**config.mk**
```make
export PLATFORM = sky130hd
export DESIGN_NAME = axi2apb_ctrl
export DESIGN_NICKNAME = d
export VERILOG_FILES = /design/src/rtl/axi2apb_pkg.sv /design/src/rtl/axi2apb_ctrl.sv
export SDC_FILE = /design/constraint.sdc
export NUM_CORES = 1
export LEC_CHECK = 0
export ABC_AREA = 1
export ABC_CLOCK_PERIOD_IN_PS = 2500
export CAP_MARGIN = 15
export CORE_ASPECT_RATIO = 1.75
export CORE_UTILIZATION = 42
export DETAILED_ROUTE_END_ITERATION = 12
export PLACE_DENSITY = 0.88
export SYNTH_ARGS = -nofsm -noshare
export SYNTH_HDL_FRONTEND = slang
export SYNTH_SLANG_ARGS = --single-unit
```
**constraint.sdc**
```tcl
create_clock -name clk_i -period 2.5 [get_ports clk_i]
set_clock_uncertainty 0.05 [all_clocks]
set_input_delay 0.5 -clock clk_i [delete_from_list [all_inputs] [get_ports clk_i]]
set_output_delay 0.5 -clock clk_i [all_outputs]
set_load 0.005 [all_outputs]
```
**src/rtl/axi2apb_pkg.sv**
```systemverilog
// Shared types and constants for the AXI4-Lite to APB sequencer.
package axi2apb;

  localparam int unsigned AddrWidth = 32;
  localparam int unsigned DataWidth = 32;
  localparam int unsigned StrbWidth = DataWidth / 8;

  // AXI response codes, same encoding as axi_pkg
  localparam logic [1:0] RespOkay   = 2'b00;
  localparam logic [1:0] RespSlvErr = 2'b10;

  typedef enum logic [1:0] {
    IDLE   = 2'd0,
    SETUP  = 2'd1,
    ACCESS = 2'd2,
    RESP   = 2'd3
  } ctrl_state_e;

  typedef struct packed {
    logic [AddrWidth-1:0] aw_addr;
    logic [2:0]           aw_prot;
    logic                 aw_valid;
    logic [DataWidth-1:0] w_data;
    logic [StrbWidth-1:0] w_strb;
    logic                 w_valid;
    logic                 b_ready;
    logic [AddrWidth-1:0] ar_addr;
    logic [2:0]           ar_prot;
    logic                 ar_valid;
    logic                 r_ready;
  } axi_req_t;

  typedef struct packed {
    logic                 aw_ready;
    logic                 w_ready;
    logic                 b_valid;
    logic [1:0]           b_resp;
    logic                 ar_ready;
    logic                 r_valid;
    logic [DataWidth-1:0] r_data;
    logic [1:0]           r_resp;
  } axi_resp_t;

  typedef struct packed {
    logic [AddrWidth-1:0] paddr;
    logic [2:0]           pprot;
    logic                 penable;
    logic                 pwrite;
    logic [DataWidth-1:0] pwdata;
    logic [StrbWidth-1:0] pstrb;
  } apb_req_t;

  typedef struct packed {
    logic                 pready;
    logic [DataWidth-1:0] prdata;
    logic                 pslverr;
  } apb_resp_t;

endpackage

```
**src/rtl/axi2apb_ctrl.sv**
```systemverilog
// Single-completer AXI4-Lite to APB sequencer.
//
//   state  | meaning
//   IDLE   | waiting for a request; grants write (AW+W) or read (AR), round-robin
//   SETUP  | APB setup phase: psel=1, penable=0, timeout counter cleared
//   ACCESS | APB access phase: waits for pready or the timeout
//   RESP   | B or R response held until the AXI master accepts it
module axi2apb_ctrl
  import axi2apb::*;
#(
  parameter int unsigned TimeoutCycles = 256
) (
  input  logic      clk_i,
  input  logic      rst_ni,
  input  axi_req_t  axi_req_i,
  output axi_resp_t axi_resp_o,
  output apb_req_t  apb_req_o,
  output logic      psel_o,
  input  apb_resp_t apb_resp_i,
  output logic      busy_o
);

  localparam int unsigned CntWidth = (TimeoutCycles > 0) ? $clog2(TimeoutCycles + 1) : 1;
  localparam logic [CntWidth-1:0] CntLast = CntWidth'(TimeoutCycles - 1);

  ctrl_state_e state_q, state_d;

  logic [AddrWidth-1:0] paddr_q;
  logic [2:0]           pprot_q;
  logic                 pwrite_q;
  logic [DataWidth-1:0] pwdata_q;
  logic [StrbWidth-1:0] pstrb_q;
  logic [DataWidth-1:0] rdata_q;
  logic [1:0]           resp_q;
  logic [CntWidth-1:0]  cnt_q;
  logic                 last_wr_q;

  logic wr_elig, rd_elig;
  logic grant_wr, grant_rd;
  logic timeout_hit;
  logic resp_done;

  assign wr_elig     = axi_req_i.aw_valid & axi_req_i.w_valid;
  assign rd_elig     = axi_req_i.ar_valid;
  assign timeout_hit = (TimeoutCycles != 0) && (cnt_q == CntLast);
  assign resp_done   = pwrite_q ? axi_req_i.b_ready : axi_req_i.r_ready;

  // State register
  always_ff @(posedge clk_i or negedge rst_ni) begin
    if (!rst_ni) state_q <= IDLE;
    else         state_q <= state_d;
  end

  // Next-state, grant arbitration and all outputs
  always_comb begin
    state_d    = state_q;
    grant_wr   = 1'b0;
    grant_rd   = 1'b0;
    axi_resp_o = '0;
    apb_req_o  = '0;
    psel_o     = 1'b0;
    busy_o     = (state_q != IDLE);

    // address/data/strobe hold their last values between transfers
    apb_req_o.paddr  = paddr_q;
    apb_req_o.pwdata = pwdata_q;
    apb_req_o.pstrb  = pstrb_q;

    case (state_q)
      IDLE: begin
        // readies stay low while reset is asserted even if valids are high
        if (rst_ni) begin
          grant_wr = wr_elig & (~rd_elig | ~last_wr_q);
          grant_rd = rd_elig & (~wr_elig | last_wr_q);
        end
        axi_resp_o.aw_ready = grant_wr;
        axi_resp_o.w_ready  = grant_wr;
        axi_resp_o.ar_ready = grant_rd;
        if (grant_wr || grant_rd) state_d = SETUP;
      end
      SETUP: begin
        psel_o           = 1'b1;
        apb_req_o.pwrite = pwrite_q;
        apb_req_o.pprot  = pprot_q;
        state_d          = ACCESS;
      end
      ACCESS: begin
        psel_o            = 1'b1;
        apb_req_o.penable = 1'b1;
        apb_req_o.pwrite  = pwrite_q;
        apb_req_o.pprot   = pprot_q;
        if (apb_resp_i.pready || timeout_hit) state_d = RESP;
      end
      RESP: begin
        if (pwrite_q) begin
          axi_resp_o.b_valid = 1'b1;
          axi_resp_o.b_resp  = resp_q;
        end else begin
          axi_resp_o.r_valid = 1'b1;
          axi_resp_o.r_resp  = resp_q;
          axi_resp_o.r_data  = rdata_q;
        end
        if (resp_done) state_d = IDLE;
      end
      default: state_d = IDLE;
    endcase
  end

  // Request capture on grant, response capture and timeout counting in ACCESS
  always_ff @(posedge clk_i or negedge rst_ni) begin
    if (!rst_ni) begin
      paddr_q   <= '0;
      pprot_q   <= '0;
      pwrite_q  <= 1'b0;
      pwdata_q  <= '0;
      pstrb_q   <= '0;
      rdata_q   <= '0;
      resp_q    <= RespOkay;
      cnt_q     <= '0;
      last_wr_q <= 1'b0;
    end else begin
      if (grant_wr) begin
        paddr_q   <= axi_req_i.aw_addr;
        pprot_q   <= axi_req_i.aw_prot;
        pwrite_q  <= 1'b1;
        pwdata_q  <= axi_req_i.w_data;
        pstrb_q   <= axi_req_i.w_strb;
        last_wr_q <= 1'b1;
      end else if (grant_rd) begin
        paddr_q   <= axi_req_i.ar_addr;
        pprot_q   <= axi_req_i.ar_prot;
        pwrite_q  <= 1'b0;
        pwdata_q  <= '0;
        pstrb_q   <= '0;
        last_wr_q <= 1'b0;
      end

      if (state_q == SETUP) begin
        cnt_q <= '0;
      end else if (state_q == ACCESS) begin
        if (apb_resp_i.pready) begin
          resp_q <= apb_resp_i.pslverr ? RespSlvErr : RespOkay;
          if (!pwrite_q) rdata_q <= apb_resp_i.prdata;
        end else if (timeout_hit) begin
          // completer abandoned: report error with no data
          resp_q  <= RespSlvErr;
          rdata_q <= '0;
        end else begin
          cnt_q <= cnt_q + CntWidth'(1);
        end
      end
    end
  end

endmodule

```
* Word-level counts from Yosys, hierarchy flattened
Index checks and enable logic that the tools add are counted.
** Storage, ports and cells
- Register bits after elaboration :: 117
- Input bits :: 147
- Output and inout port bits :: 116
- Word-level logic and storage cells :: 81
** Cells by class
- Add/subtract/negate cells :: 1
- Eq/ne operators :: 10
- Muxes and demuxes :: 40
- Bitwise logic cells :: 9
- Reduce and logical (&&, ||, !) cells :: 12
** Operators by type and width (number)
- $mux 32 :: 7
- $mux 35 :: 2
- $mux 9 :: 4
- $mux 3 :: 5
- $mux 2 :: 7
- $mux 1 :: 12
- $add 9x1->9 const B :: 1
- $eq 9x8->1 const B :: 1
- $reduce_and 3->1 :: 3
- $mux 4 :: 2
- $ne 2x2->1 const B :: 4
- $pmux 2 s4 :: 1
- $reduce_bool 2->1 :: 4
- $eq 2x2->1 const B :: 2
- $ne 2x1->1 const B :: 2
- $not 1->1 :: 4
- $reduce_and 4->1 :: 1
- $and 1x1->1 :: 3
- $eq 2x1->1 const B :: 1
- $logic_not 2->1 :: 1
- $logic_or 1x1->1 :: 2
- $or 1x1->1 :: 2
- $reduce_or 2->1 :: 1

* Longest topological paths before layout
Gate-level depths: netlist of the first run.
- Depth in word-level cells :: 9
- Mapped depth :: 13
- Depth with buffers taken out :: 13

* Worst setup path after synthesis of the first run
No wires, ideal clock.
- Path type :: reg2reg
- Start point :: register cnt_q[1]
- End point :: register rdata_q[10]
- Library setup time :: 131 ps
- Data arrival time :: 1753 ps
- Required time :: 2319 ps
- Path slack :: 566 ps
- Cell stages (with the launch flop) :: 11
- Path buffers :: 1
- Period minus slack after synthesis :: 1934 ps
- Cells stage by stage :: dfrtp_1 -> ha_1 -> nand2_1 -> nor2_1 -> nand2_1 -> nor3_1 -> ha_1 -> o21ai_1 -> nor2_4 -> clkbuf_1 -> o21ai_0
** Between the ends
- Word-level cells in the longest chain between the ends :: 3
** RTL lines
- from (decl) :: line axi2apb_ctrl.sv:35 : logic [CntWidth-1:0] cnt_q;
- from (signal assigned) :: line axi2apb_ctrl.sv:149 : cnt_q <= cnt_q + CntWidth'(1);
- $eq 9x8->1 :: line axi2apb_ctrl.sv:45 : assign timeout_hit = (TimeoutCycles != 0) && (cnt_q == CntLast);
- $reduce_bool 2->1 (no line)
- $reduce_and 4->1 (no line)
- to (signal assigned) :: line axi2apb_ctrl.sv:143 : if (!pwrite_q) rdata_q <= apb_resp_i.prdata;
- to (decl) :: line axi2apb_ctrl.sv:33 : logic [DataWidth-1:0] rdata_q;
Every way passes these cells.
A chain may end at the register's enable or synchronous reset.

==> impl_metrics.yaml, run 1 <==
logic_synthesis:
  synthSimpleGateAreaFrac_pct: 31.5
  syn_area_per_cell_um2: 7.61
  yosysWarnings: 0
  ys_ff_latch: 116
  synth_xor_area_share_pct: 0
  ys_types: 29
  ys_seq_area_share_pct: 49.7
  muxShareOfSynthArea_pct: 0
  syn-instance-count: 768
  yosys.area_share.adder_pct: 1.50
  synth_top_family_by_area: "simple AND/OR/NAND/NOR gates"
  synth_compound_area_share_pct: 4.03
  netlist_area_um2: 5840
power:
  power_density_nw_per_um2: 1040
  peakVddDrop_v: 0.000528
  p_leak_nw: 5.12
worst_setup_path:
  max_stage_delay_ns: 0.53
  cp-end-kind: "output pin"
  cp_num_buf_inv: 2
  crit_chain: "ha_2, nand2_2, buf_12, nor2_1, clkdlybuf4s50_1"
  crit_type: "reg2out"
  slowest_stage: "clkdlybuf4s50_1"
  worst-path-stages: 5
  critPathRequiredTime_ns: 1.95
  cp.arrival_ns: 1.92
  rr_worst_depth: 11
  cp-start-kind: "register"
  crit_fanout: 18
  path_delay_family: "buffers and inverters"
clock_tree:
  numCtsBuffers: 17
  cts_tree: "done"
  cts-hold-fix-buffers: 0
  numClockSinks: 116
  clk_pin_slew_ns: 0.06
  cts_max_level: 4
  clockRootBuffer: "clkbuf_16"
  cts.path.max_buffers: 2
  insertion_delay_ns: 0.40
timing:
  min_period_ns: 2.47
  relSlewSlack_pct: 49.9
  max_freq_mhz: 404
  hold_viol: 0
  setup_viol: 0
  worst_pin_slew_ns: 0.751
  worst_slack_ns: 0.0276
  slew_violations: 0
  fin_crit_sh_pct: 98.9
global_routing:
  overflow: 0
  antenna_found_initial: 0
  grt_pass1_wl_mm: 28.3
  grt_pass1_vias: 5768
  grt_max_degree: 60
  grtUsageTotal_pct: 25.1
layout:
  area.growth.synth_to_final_pct: 61.2
  multi_input_area_um2: 2200
  fill_cells: 1013
  seqCellArea_um2: 2910
  drive_gt1_share_pct: 8.31
  final_cell_mix: "nand2_1, clkdlybuf4s50_1, inv_1"
  nets: 1188
  antenna_cells: 0
  fin_cells: 1221
  final_common_cell: "nand2_1"
placement:
  dp_worst_setup_slack_ns: 0.0216
  hpwl_mm: 12.5
  port_buffers: 260
  dp_cells: 1179
  place_congestion: 0.794
drt:
  drtAntennaViolNets: 0
  drt-initial-drc-count: 239
  viasPerCell: 4.88
  drc_errors: 0
  vias: 5959
  dr.pass1.iters: 6
  detail_route.wl_per_cell_um: 15.1
  wirelength_mm: 18.4
floorplanning:
  dieArea_um2: 14400
  row_count: 56
  core_area_um2: 13500
  die_y_um: 158
  dieWidth_um: 91.2
  ios: 263
  initial_core_util_pct: 43.4
min_path:
  hold_path.class: "in2async"
run:
  cap_violations: 0
outcome:
  status: "complete, no violations"
sequential cells by signal (all words and copies together), names as in the netlist:
name and flops:
resp_q 1, rdata_q 32, paddr_q 32, cnt_q 9
pprot_q 3, state_q 2, pstrb_q 4, pwdata_q 32
last_wr_q 1
where the power goes:
| group | switching [mW] | total [mW] | internal, mW | leakage [nW] |
|---|---|---|---|---|
| Clock | 0.871 | 2.62 | 1.75 | 0.308 |
| Sequential | 0.458 | 3.14 | 2.69 | 1.51 |
| Combinational | 1.91 | 3.99 | 2.08 | 3.31 |
metrics by stage:
step | utilization, % | power [mW] | area, µm² | hold slack [ns] | setup TNS, ns
5_1_grt | 70.0 | 10.4 | 9420 | 0.305 | -0.0889
3_5_place_dp | 63.7 | 6.91 | 8570 | 0.408 | 0
2_1_floorplan | - | 4.71 | 5850 | 0.154 | 0
3_3_place_gp | 63.7 | 6.78 | 8570 | 0.403 | 0
6_report | 70.0 | 9.75 | 9420 | 0.247 | 0
4_1_cts | 68.7 | 9.67 | 9250 | 0.269 | 0
per-layer routing:
| layer | up-vias | GRT usage [%] | wire length [µm] |
|---|---|---|---|
| met1 | 2774 | 28.1 | 6950 |
| met2 | 255 | 45.9 | 9930 |
| li1 | 2890 | - | - |
| met4 | 0 | 11.1 | 564 |
| met5 | - | 0 | 0 |
| met3 | 40 | 5.14 | 984 |
cells by family after synthesis:
kind of cell             after synthesis
other                                  1
buffers and inverters                177
adder cells (fa/ha/maj)                7
flip-flops                           116
AO/OA/AOI/OAI                         46
AND/OR/NAND/NOR                      421
final cells by class:
class,count,area share [%]
clock buffer,20,4.96
timing repair buffer,291,31.3
multi-input combinational,476,23.4
sequential,116,30.8
inverter,132,5.29
clock inverter,12,1.86
tap,174,2.31
cell usage after synthesis (all sizes together):
cell type  count  area share (%)
dfrtp        116              50
nor2          45             3.4
o21ai         42             3.7
nand4         41             4.4
ha             7             1.5
nand3         78             6.9
buf           33             3.9
inv          131             8.5
a21oi          3            0.26
or2            1            0.11
o22ai          1            0.11
conb           1           0.064
clkbuf        12            0.77
nand2        254              17
nor3           2            0.17
clkinv         1           0.064
final timing paths:
check / startpoint / to / slack, ns
min: rst_ni / paddr_q[16] / 0.25
min reg2reg: pwdata_q[17] / pwdata_q[17] / 0.42
min in group clk_i: pwdata_q[17] / pwdata_q[17] / 0.42
max in group asynchronous: rst_ni / state_q[0] / 1.63
max: state_q[1] / axi_resp_o[20] / 0.03
max reg2reg: cnt_q[0] / rdata_q[20] / 0.25
what timing repair did:
action | in CTS | in global routing
gates cloned | 0 | 1
buffers inserted | 1 | 8
hold endpoints to repair | 0 | 0
pin swaps | 1 | 3
endpoints found under the setup margin | 13 | 59
resized for setup | 7 | 33
(Power assumes the default switching activity.)
==> run 2: changes to the inputs <==
--- a/config.mk
+++ b/config.mk
@@ -10,6 +10,7 @@
 export CAP_MARGIN = 15
 export CORE_ASPECT_RATIO = 1.75
 export CORE_UTILIZATION = 42
+export CTS_CLUSTER_SIZE = 20
 export DETAILED_ROUTE_END_ITERATION = 12
 export PLACE_DENSITY = 0.88
 export SYNTH_ARGS = -nofsm -noshare
==> results of run 2 <==
No change in the layout: final DEF, timing and power equal those of run 1.
==> variant (settings of run 1) <==
Change the parameter `TimeoutCycles` from 256 to 128.
--- a/src/rtl/axi2apb_ctrl.sv
+++ b/src/rtl/axi2apb_ctrl.sv
@@ -8,7 +8,7 @@
 module axi2apb_ctrl
   import axi2apb::*;
 #(
-  parameter int unsigned TimeoutCycles = 256
+  parameter int unsigned TimeoutCycles = 128
 ) (
   input  logic      clk_i,
   input  logic      rst_ni,
Formal check against the unedited RTL: same outputs for any inputs over 4 cycles, from zero or initial values and one cycle with rst_ni low; that may be too few to reach the edited logic, so the function may still have changed.
==> variant against run 1 <==
The flow now finishes with violations (negative setup slack). Sequential cell count fell by 1. Highest routed layer unchanged. Power rose by 0.51%. Cell area fell by 3.1%. Area after synthesis fell by 4.3%. Sequential power rose by 4%. Routed wire length fell by 5.3%. Core utilization rose by 0.56 points. Global-route usage fell by 0.53 points. Final cell count fell by 4.6%. Worst setup slack got worse by 0.043 ns. Largest cell class unchanged. Combinational power rose by 3%.
==> variant: results (changes against run 1) <==
----------------------------------------------------
[Outcome]
  Status ... finished with violations
  Violated checks ... negative setup slack

[Place]
  Placer's final routability congestion estimate ... 0.810 (+1.9%)
  Instance count after placement with tap cells included ... 1122 (-4.8%)
  DP HPWL ... 11.8 mm (-6.0%)
  Cell area reported after detailed placement ... 8290 sq um (-3.3%)

[Synthesis]
  Ranking of synthesized cells by area ... sky130_fd_sc_hd__dfrtp_1, sky130_fd_sc_hd__nand2_1, sky130_fd_sc_hd__o21ai_0, sky130_fd_sc_hd__inv_1, sky130_fd_sc_hd__nor2_1
  Sequential cell area fraction in the yosys report ... 51.5% (+1.8 points)
  Cells after synthesis ... 716 (-6.8%)
  Leading cell types by count after synthesis ... sky130_fd_sc_hd__nand2_1, sky130_fd_sc_hd__dfrtp_1, sky130_fd_sc_hd__o21ai_0

[Timing]
  PnR worst setup slack ... -0.0158 ns (-0.0434 ns)
  Summed negative setup slack over all endpoints ... -0.0433 ns (-0.0433 ns)
  Final setup vio count ... 5 (+5)
  Tightest Pin Transition ... 0.701 ns (-0.0503 ns)
  Worst slack on hold paths ... 0.0792 ns (-0.167 ns)

[Critical path]
  Register-to-register path setup slack ... 0.22 ns (-0.03 ns)
  Arrival time at the worst endpoint ... 1.97 ns (+0.05 ns)
  Startpoint of the worst register-to-register path ... state_q[0]

[Pwr]
  Cell leakage power ... 4.85 nW (-5.3%)
  Peak supply drop ... 641 uV (+21%)
  Cell-internal power ... 6.48 mW (-0.48%)

[GRT]
  Wire length of the first global-routing pass ... 26.0 mm (-8.2%)
  M1 GR Usage ... 27.3% (-0.87 points)
  Pin count of the biggest net entering global routing ... 68 (+13%)
  Via count of the first global-routing pass ... 5391 (-6.5%)

[Route]
  Iteration-0 DRC count of the detailed router ... 352 (+47%)
  Amount of wire on met2 after detailed routing ... 9.33 mm (-6.1%)
  Wire per inst ... 15.0 um (-0.75%)
  WL final ... 17.5 mm (-5.3%)

[Clock network]
  Buffers inserted by post-CTS timing repair ... 3 (+2)

----------------------------------------------------
[variant: kinds of logic after synthesis]
family / Yosys count / share of synthesized area (%)
AO/OA/AOI/OAI: 110 / 10.9
XOR/XNOR: 1 / 0.157
adder cells (fa/ha/maj): 6 / 1.34
buffers and inverters: 100 / 8.55
flip-flops: 115 / 51.5
other: 1 / 0.0671
AND/OR/NAND/NOR: 383 / 27.5
[variant: power groups by stage]
stage               registers, mW  logic, mW  clock network, mW
detailed placement           3.24       3.82                  0
floorplan                    3.23       1.71                  0
finish                       3.28       4.11               2.42
CTS                          3.24       3.94               2.46
global route                 3.37       4.50               2.54
global placement             3.22       3.70                  0
[variant: area by class of cell]
cell class                 instances  area (sq um)
sequential                       115          2880
clock buffer                      18           439
fill                             933          3810
clock inverter                    14           156
timing repair buffer             288          2920
multi-input combinational        502          2290
inverter                          57           225
tap                              171           214
